`config.mk`:
```
export PLATFORM = sky130hd
export DESIGN_NAME = window_gen_3x3_flat
export DESIGN_NICKNAME = d
export VERILOG_FILES = /design/src/rtl/window_gen_3x3_if.sv /design/src/rtl/window_gen_3x3.sv /design/src/flat_wrapper.sv
export SDC_FILE = /design/constraint.sdc
export NUM_CORES = 1
export LEC_CHECK = 0
export BUFFER_PORTS_ARGS = -buffer_cell sky130_fd_sc_hd__buf_2
export CORE_ASPECT_RATIO = 1.5
export CORE_MARGIN = 2
export CORE_UTILIZATION = 60
export DETAILED_ROUTE_END_ITERATION = 12
export PLACE_DENSITY = 0.78
export SYNTH_ARGS = -nofsm -noshare
export SYNTH_HDL_FRONTEND = slang
export SYNTH_SLANG_ARGS = --single-unit
```
`constraint.sdc`:
```
create_clock -name i_clk -period 6.8 [get_ports i_clk]
set_input_delay 1.36 -clock i_clk [delete_from_list [all_inputs] [get_ports i_clk]]
set_output_delay 1.36 -clock i_clk [all_outputs]
set_load 0.01 [all_outputs]
```
`src/rtl/window_gen_3x3_if.sv`:
```
// Pixel-stream / window-stream bundle between the pixel source, the 3x3
// window generator and the downstream conv stage.
interface window_gen_3x3_if #(
  parameter int PW = 12
);
  logic [PW-1:0]   i_pixel;
  logic            i_pixel_valid;
  logic [9*PW-1:0] o_window;
  logic            o_window_valid;
  logic            o_frame_done;

  // Pixel source side: drives pixels, observes the produced windows
  modport master (
    output i_pixel,
    output i_pixel_valid,
    input  o_window,
    input  o_window_valid,
    input  o_frame_done
  );

  // Window generator side
  modport slave (
    input  i_pixel,
    input  i_pixel_valid,
    output o_window,
    output o_window_valid,
    output o_frame_done
  );
endinterface

```
`src/rtl/window_gen_3x3.sv`:
```
// 3x3 sliding-window generator. Two line buffers hold the previous two rows;
// a 3x3 register window shifts left on every accepted pixel. One window is
// emitted (registered, 1-cycle latency) per accepted pixel at row>=2, col>=2.
module window_gen_3x3 #(
  parameter int INTEGER_BITS     = 8,
  parameter int FIXED_POINT_BITS = 4,
  parameter int IMG_WIDTH        = 28,
  parameter int IMG_HEIGHT       = 28
) (
  input  logic             i_clk,
  input  logic             i_rst,
  window_gen_3x3_if.slave  bus
);
  localparam int PW = INTEGER_BITS + FIXED_POINT_BITS;
  localparam int CW = (IMG_WIDTH  > 2) ? $clog2(IMG_WIDTH)  : 2;
  localparam int RW = (IMG_HEIGHT > 2) ? $clog2(IMG_HEIGHT) : 2;
  localparam logic [CW-1:0] LAST_COL = CW'(IMG_WIDTH - 1);
  localparam logic [RW-1:0] LAST_ROW = RW'(IMG_HEIGHT - 1);

  typedef enum logic [0:0] {
    ST_FILL   = 1'b0,
    ST_STREAM = 1'b1
  } state_t;

  state_t          r_state, w_state_next;
  logic [CW-1:0]   r_col, w_col_next;
  logic [RW-1:0]   r_row, w_row_next;
  logic [PW-1:0]   r_lb0 [IMG_WIDTH];   // row r-2
  logic [PW-1:0]   r_lb1 [IMG_WIDTH];   // row r-1
  logic [9*PW-1:0] r_window;
  logic            r_window_valid;
  logic            r_frame_done;
  logic [9*PW-1:0] w_window_next;
  logic            w_accept;
  logic            w_last_col;
  logic            w_last_row;
  logic            w_frame_end;
  logic            w_emit;

  // Reset is given priority in every register block, so a raw valid is enough here
  assign w_accept    = bus.i_pixel_valid;
  assign w_last_col  = (r_col == LAST_COL);
  assign w_last_row  = (r_row == LAST_ROW);
  assign w_frame_end = w_accept && w_last_col && w_last_row;
  // Columns 0 and 1 are suppressed so a window never straddles a row boundary
  assign w_emit      = w_accept && (r_state == ST_STREAM) && (r_col >= CW'(2));

  // Shifted window: drop the left column, append {row r-2, row r-1, new pixel}
  assign w_window_next = {r_window[8*PW-1:6*PW], r_lb0[r_col],
                          r_window[5*PW-1:3*PW], r_lb1[r_col],
                          r_window[2*PW-1:0],    bus.i_pixel};

  // Next-state logic for raster counters and FILL/STREAM phase
  always_comb begin
    w_col_next   = r_col;
    w_row_next   = r_row;
    w_state_next = r_state;
    if (w_accept) begin
      if (w_last_col) begin
        w_col_next = '0;
        if (w_last_row) begin
          w_row_next = '0;
        end else begin
          w_row_next = r_row + RW'(1);
        end
      end else begin
        w_col_next = r_col + CW'(1);
      end
    end else begin
      w_col_next = r_col;
    end
    case (r_state)
      ST_FILL: begin
        if (w_accept && w_last_col && (r_row == RW'(1))) begin
          w_state_next = ST_STREAM;
        end else begin
          w_state_next = ST_FILL;
        end
      end
      ST_STREAM: begin
        if (w_frame_end) begin
          w_state_next = ST_FILL;
        end else begin
          w_state_next = ST_STREAM;
        end
      end
      default: w_state_next = ST_FILL;
    endcase
  end

  // State and raster-position registers
  always_ff @(posedge i_clk) begin
    if (i_rst) begin
      r_state <= ST_FILL;
      r_col   <= '0;
      r_row   <= '0;
    end else begin
      r_state <= w_state_next;
      r_col   <= w_col_next;
      r_row   <= w_row_next;
    end
  end

  // Line buffers: read-before-write at the current column; contents never cleared
  always_ff @(posedge i_clk) begin
    if (w_accept && !i_rst) begin
      r_lb0[r_col] <= r_lb1[r_col];
      r_lb1[r_col] <= bus.i_pixel;
    end
  end

  // Window shift register and registered output flags; idle cycles hold the window
  always_ff @(posedge i_clk) begin
    if (i_rst) begin
      r_window       <= '0;
      r_window_valid <= 1'b0;
      r_frame_done   <= 1'b0;
    end else if (w_accept) begin
      r_window       <= w_window_next;
      r_window_valid <= w_emit;
      r_frame_done   <= w_frame_end;
    end else begin
      r_window_valid <= 1'b0;
      r_frame_done   <= 1'b0;
    end
  end

  assign bus.o_window       = r_window;
  assign bus.o_window_valid = r_window_valid;
  assign bus.o_frame_done   = r_frame_done;
endmodule
```
`src/flat_wrapper.sv`:
```
// flat-port wrapper written by rule: the top's interface ports become plain ports
module window_gen_3x3_flat 
#(
  parameter int INTEGER_BITS     = 8,
  parameter int FIXED_POINT_BITS = 4,
  parameter int IMG_WIDTH        = 28,
  parameter int IMG_HEIGHT       = 28
)
  (i_clk, i_rst, bus_i_pixel, bus_i_pixel_valid, bus_o_window, bus_o_window_valid, bus_o_frame_done);
  window_gen_3x3_if bus_i ();
  input  logic i_clk;
  input  logic i_rst;
  input wire logic [$bits(bus_i.i_pixel)-1:0] bus_i_pixel;
  input wire logic [$bits(bus_i.i_pixel_valid)-1:0] bus_i_pixel_valid;
  output wire logic [$bits(bus_i.o_window)-1:0] bus_o_window;
  output wire logic [$bits(bus_i.o_window_valid)-1:0] bus_o_window_valid;
  output wire logic [$bits(bus_i.o_frame_done)-1:0] bus_o_frame_done;
  assign bus_i.i_pixel = bus_i_pixel;
  assign bus_i.i_pixel_valid = bus_i_pixel_valid;
  assign bus_o_window = bus_i.o_window;
  assign bus_o_window_valid = bus_i.o_window_valid;
  assign bus_o_frame_done = bus_i.o_frame_done;
  window_gen_3x3 #(.INTEGER_BITS(INTEGER_BITS), .FIXED_POINT_BITS(FIXED_POINT_BITS), .IMG_WIDTH(IMG_WIDTH), .IMG_HEIGHT(IMG_HEIGHT)) u_core (.i_clk(i_clk), .i_rst(i_rst), .bus(bus_i));
endmodule
```
==> summary by stage <==
Route
After detailed routing, the number of vias per cell comes to 6.31. The first detailed-routing pass took 5 iterations. The via count is 16275.

The number of nets with antenna violations after routing is 0. The starting DRC count in detailed routing is 1418. Dividing the detail-routed wire length by the instance count gives 27.0 um. The final routed wirelength across all metal layers is 69700 um. The post-detailed-route DRC marker count is 0.

Yosys
The share of synthesized area in the top cell type comes to 0.651. The fraction of synthesis flops using an asynchronous set or reset pin is 0. Summed over all instances, the cell type with the most area after synthesis is edfxtp_1.

Among all flip-flop cells after synthesis, the most frequent one is edfxtp_1. Of the total synthesized cell area, the portion taken by full adders, half adders and majority gates is 0.00282. The xor/xnor cell area share of the yosys netlist is 0.00198. In this run, synthesis inferred 672 flip-flops with an integrated enable. A synthesized cell averages 17.4 um2. The mux share of post-synthesis cell area is 0.148.

The synthesized netlist occupies a cell area of 0.0310 mm2. Of the total synthesized cell area, the portion taken by AND, OR, NAND and NOR gates is 0.0408. The register bit total from synthesis is 798. The compound-gate portion of the synthesized area came to 0.0379.

The number of nets in the synthesized netlist is 1800. Synthesis produced a netlist whose cell count is 1778. By area the synthesized netlist is led by edfxtp_1 (65%), dfxtp_1 (8.1%), mux2i_1 (7.6%). The portion of the post-synthesis area used by sequential elements is 0.732. The main combinational cell family by area after synthesis is multiplexers. The number of distinct library cells after synthesis is 53. The total of warnings raised by yosys is 0.

GRT
The number of global-route vias before repair is 16209. Entering global routing, the biggest net connects 93 pins. The first-pass GRT wire length is 103000 um. The total grt overflow is 0. The global router's overall resource usage is 0.263. The initial antenna violation count was 0.

Layout
The antenna diode count is 0. The share of cells above drive strength 1 is 0.215. With fillers left out, the area of the finished cells amounts to 0.0341 mm2.

Relative to the synthesized area, the layout overhead comes to 10.1%. The end-of-flow core utilization is 0.665. At the end of the flow, the number of nets in the layout was 1873. Counting the fill cells in the layout gives 3282.

The area taken by multi-input logic gates is 0.00734 mm2. The total area of sequential cells is 0.0227 mm2.

Setup path
STA puts the critical path data arrival time at 4.99 ns. Tracing the worst setup path back leads to its startpoint at bus_i_pixel_valid. The number of cells on the worst reg-to-reg path is 6. The largest fanout on the critical path is 56. The critical path ends at u_core.r_lb0[21][9]$_DFFE_PP_.

The worst register-to-register path ends at u_core.r_lb0[21][9]$_DFFE_PP_. The endpoint required time on the critical path is 7.11 ns. The critical path is of the in2reg type. The slack of the worst reg-to-reg path is 3.43 ns. STA classifies the critical path endpoint as a register. The worst setup path is launched from an input pin. The startpoint of the worst-slack reg-to-reg timing path is u_core.r_col[1]$_SDFFE_PP0P_.

Flow run
Across the run, the number of max-cap violations was 0.

STA
The worst slew slack as a fraction of its limit is 0.0918. Setup repair after global routing left no endpoint under its margin. The worst path meets setup with 2.12 ns of slack. The setup-violating endpoint count in the final report is 0. The post-layout minimum cycle time is 4.68 ns. The final-report max-slew violation count is 0. The transition at the pin with the smallest max-transition slack is 1.36 ns. Based on the critical path, the design can be clocked at up to 214 MHz. The setup TNS after final layout is 0 ns. The final count of hold timing violations is 0. On the final layout, the worst clock skew is 0.0228 ns. In the finished design, the share of the clock period the worst path needs comes to 0.688.

Power
The total chip power is 10.0 mW. IR analysis of the VDD net gives a maximum drop of 176 uV. The power per cell area is 293 mW/mm2. The analysis attributes to cell leakage a power of 11.5 nW.

Floorplan
The die width is 190 um. The full die area is 0.0536 mm2. The number of cell rows is 102.

The die height is 282 um. The area of the placeable core is 0.0513 mm2. The initial utilization of the core area, before any placement, comes to 0.605. The I/O pin total is 125.

Place
The placed instance area is 0.0319 mm2. After legalization and detailed placement, the total HPWL measured 42700 um. The quantity of I/O buffers inserted on ports is 124. The worst setup slack before clock tree synthesis is 1.53 ns. The global placement routability congestion is 0.962.

Clocking
The root cell of the clock tree is clkbuf_16. The number of clock sinks seen by CTS is 798. The number of gates given a new drive strength after cts is 0. The number of buffers inserted by post-CTS setup repair is 0. The buffer levels on the longest clock path is 3. Clock latency on the worst-skew pair, taken at its later pin, is 0.59 ns. After clock tree synthesis, the clock-pin slew on the worst setup and hold paths is 0.07 ns. The TritonCTS buffer count is 70. The total number of H-tree levels is 3. The number of hold buffers added after CTS is 0. TritonCTS built the clock tree.

Worst hold path
The startpoint identified for the worst hold timing path is u_core.r_state$_SDFF_PP0_. The type of the worst min-delay path is reg2reg.

Outcome
The run finished with clean final reports.
metal layers:
metal	global-route usage	vias to the layer above	wire (um)
met1	0.312	8251	24500
li1	-	6999	-
met2	0.461	831	36000
met4	0.160	0	4540
met5	0	-	0
met3	0.0334	194	4620
logic make-up (layout without fill, tap and decap cells):
| logic type | after synthesis | after routing |
|---|---|---|
| AOI/OAI and AO/OA | 158 | 158 |
| xor gates and xnor gates | 7 | 7 |
| DFF | 798 | 798 |
| muxes | 334 | 334 |
| buffers and inverters | 177 | 304 |
| adders and majority gates | 7 | 7 |
| and+or+nand+nor | 297 | 297 |
layout by cell type, fill, tap and decap left out, types with 4 or more instances in the layout:
| cell | n |
|---|---|
| buf_2 | 122 |
| mux4_2 | 85 |
| a311oi_4 | 7 |
| o31a_1 | 8 |
| clkinv_1 | 7 |
| nor2b_1 | 9 |
| o21a_1 | 5 |
| clkbuf_16 | 71 |
| dfxtp_1 | 122 |
| nand4_1 | 13 |
| nand2_1 | 64 |
| o21ai_1 | 7 |
| edfxtp_1 | 672 |
| o21ai_0 | 11 |
| buf_4 | 48 |
| nand3_1 | 22 |
| xor2_1 | 4 |
| nor2_2 | 28 |
| a22oi_1 | 46 |
| clkinv_2 | 13 |
| inv_1 | 6 |
| mux4_1 | 12 |
| nand2b_1 | 6 |
| clkbuf_8 | 6 |
| clkbuf_1 | 11 |
| a221o_1 | 7 |
| ha_1 | 7 |
| nor2_1 | 134 |
| mux2i_1 | 235 |
| a21oi_1 | 27 |
| inv_6 | 4 |
| a31oi_1 | 12 |
| a22o_1 | 9 |
| a221oi_1 | 9 |
| nor3_1 | 9 |
cell usage after synthesis, types with 13 or more instances:
cell / instances
nand2_1: 64
a21oi_1: 27
mux2i_1: 235
nand4_1: 13
nor2_1: 162
clkbuf_1: 36
mux4_2: 85
dfxtp_1: 126
buf_2: 28
edfxtp_1: 672
a22oi_1: 46
buf_4: 85
nand3_1: 22
final cells by class:
cell class | instances | share of cell area
Clock buffer | 91 | 0.0561
Tap cell | 676 | 0.0248
Inverter | 6 | 0.000660
Multi-Input combinational cell | 803 | 0.215
Timing Repair Buffer | 172 | 0.0294
Clock inverter | 35 | 0.00865
Sequential cell | 798 | 0.665
sequential cells by signal (all words and copies together) (netlist names), named ones only:
| register | cells |
|---|---|
| u_core.r_row | 5 |
| u_core.r_col | 5 |
| u_core.r_lb0 | 336 |
| u_core.bus.o_window_valid | 1 |
| u_core.r_lb1 | 336 |
| u_core.r_state | 1 |
| u_core.bus.o_window | 108 |
| u_core.bus.o_frame_done | 1 |
report_power, final:
group | switching, mW | internal [mW] | leakage [nW]
combinational | 0.449 | 0.254 | 3.33
clock | 1.71 | 2.12 | 1.10
sequential | 0.0610 | 5.42 | 7.07
total | 2.22 | 7.80 | 11.5
through the flow:
stage               cells  hold slack (ns)
CTS                  2581            0.456
global route         2581            0.473
finish               2581            0.457
floorplan            1778            0.433
detailed placement   2455            0.456
global placement     2455            0.459
critical path: stages:
cell	delay [ns]
buf_6	0.41
clkinv_1	0.57
nor2_1	0.65
buf_4	0.26
nand2_1	0.33
nor2_2	1.07
buf_4	0.29
worst min-delay path by stage:
stage,end,slack (ns),cells past startpoint
after global placement,u_core.bus.o_window_valid$_SDFF_PN0_,0.46,1
after floorplan,u_core.bus.o_window_valid$_SDFF_PN0_,0.43,1
after global routing,u_core.bus.o_window_valid$_SDFF_PN0_,0.47,1
after detailed placement,u_core.bus.o_window_valid$_SDFF_PN0_,0.46,1
final,u_core.bus.o_window_valid$_SDFF_PN0_,0.46,1
after CTS,u_core.bus.o_window_valid$_SDFF_PN0_,0.46,1
Power figures use the tool's default switching activity.
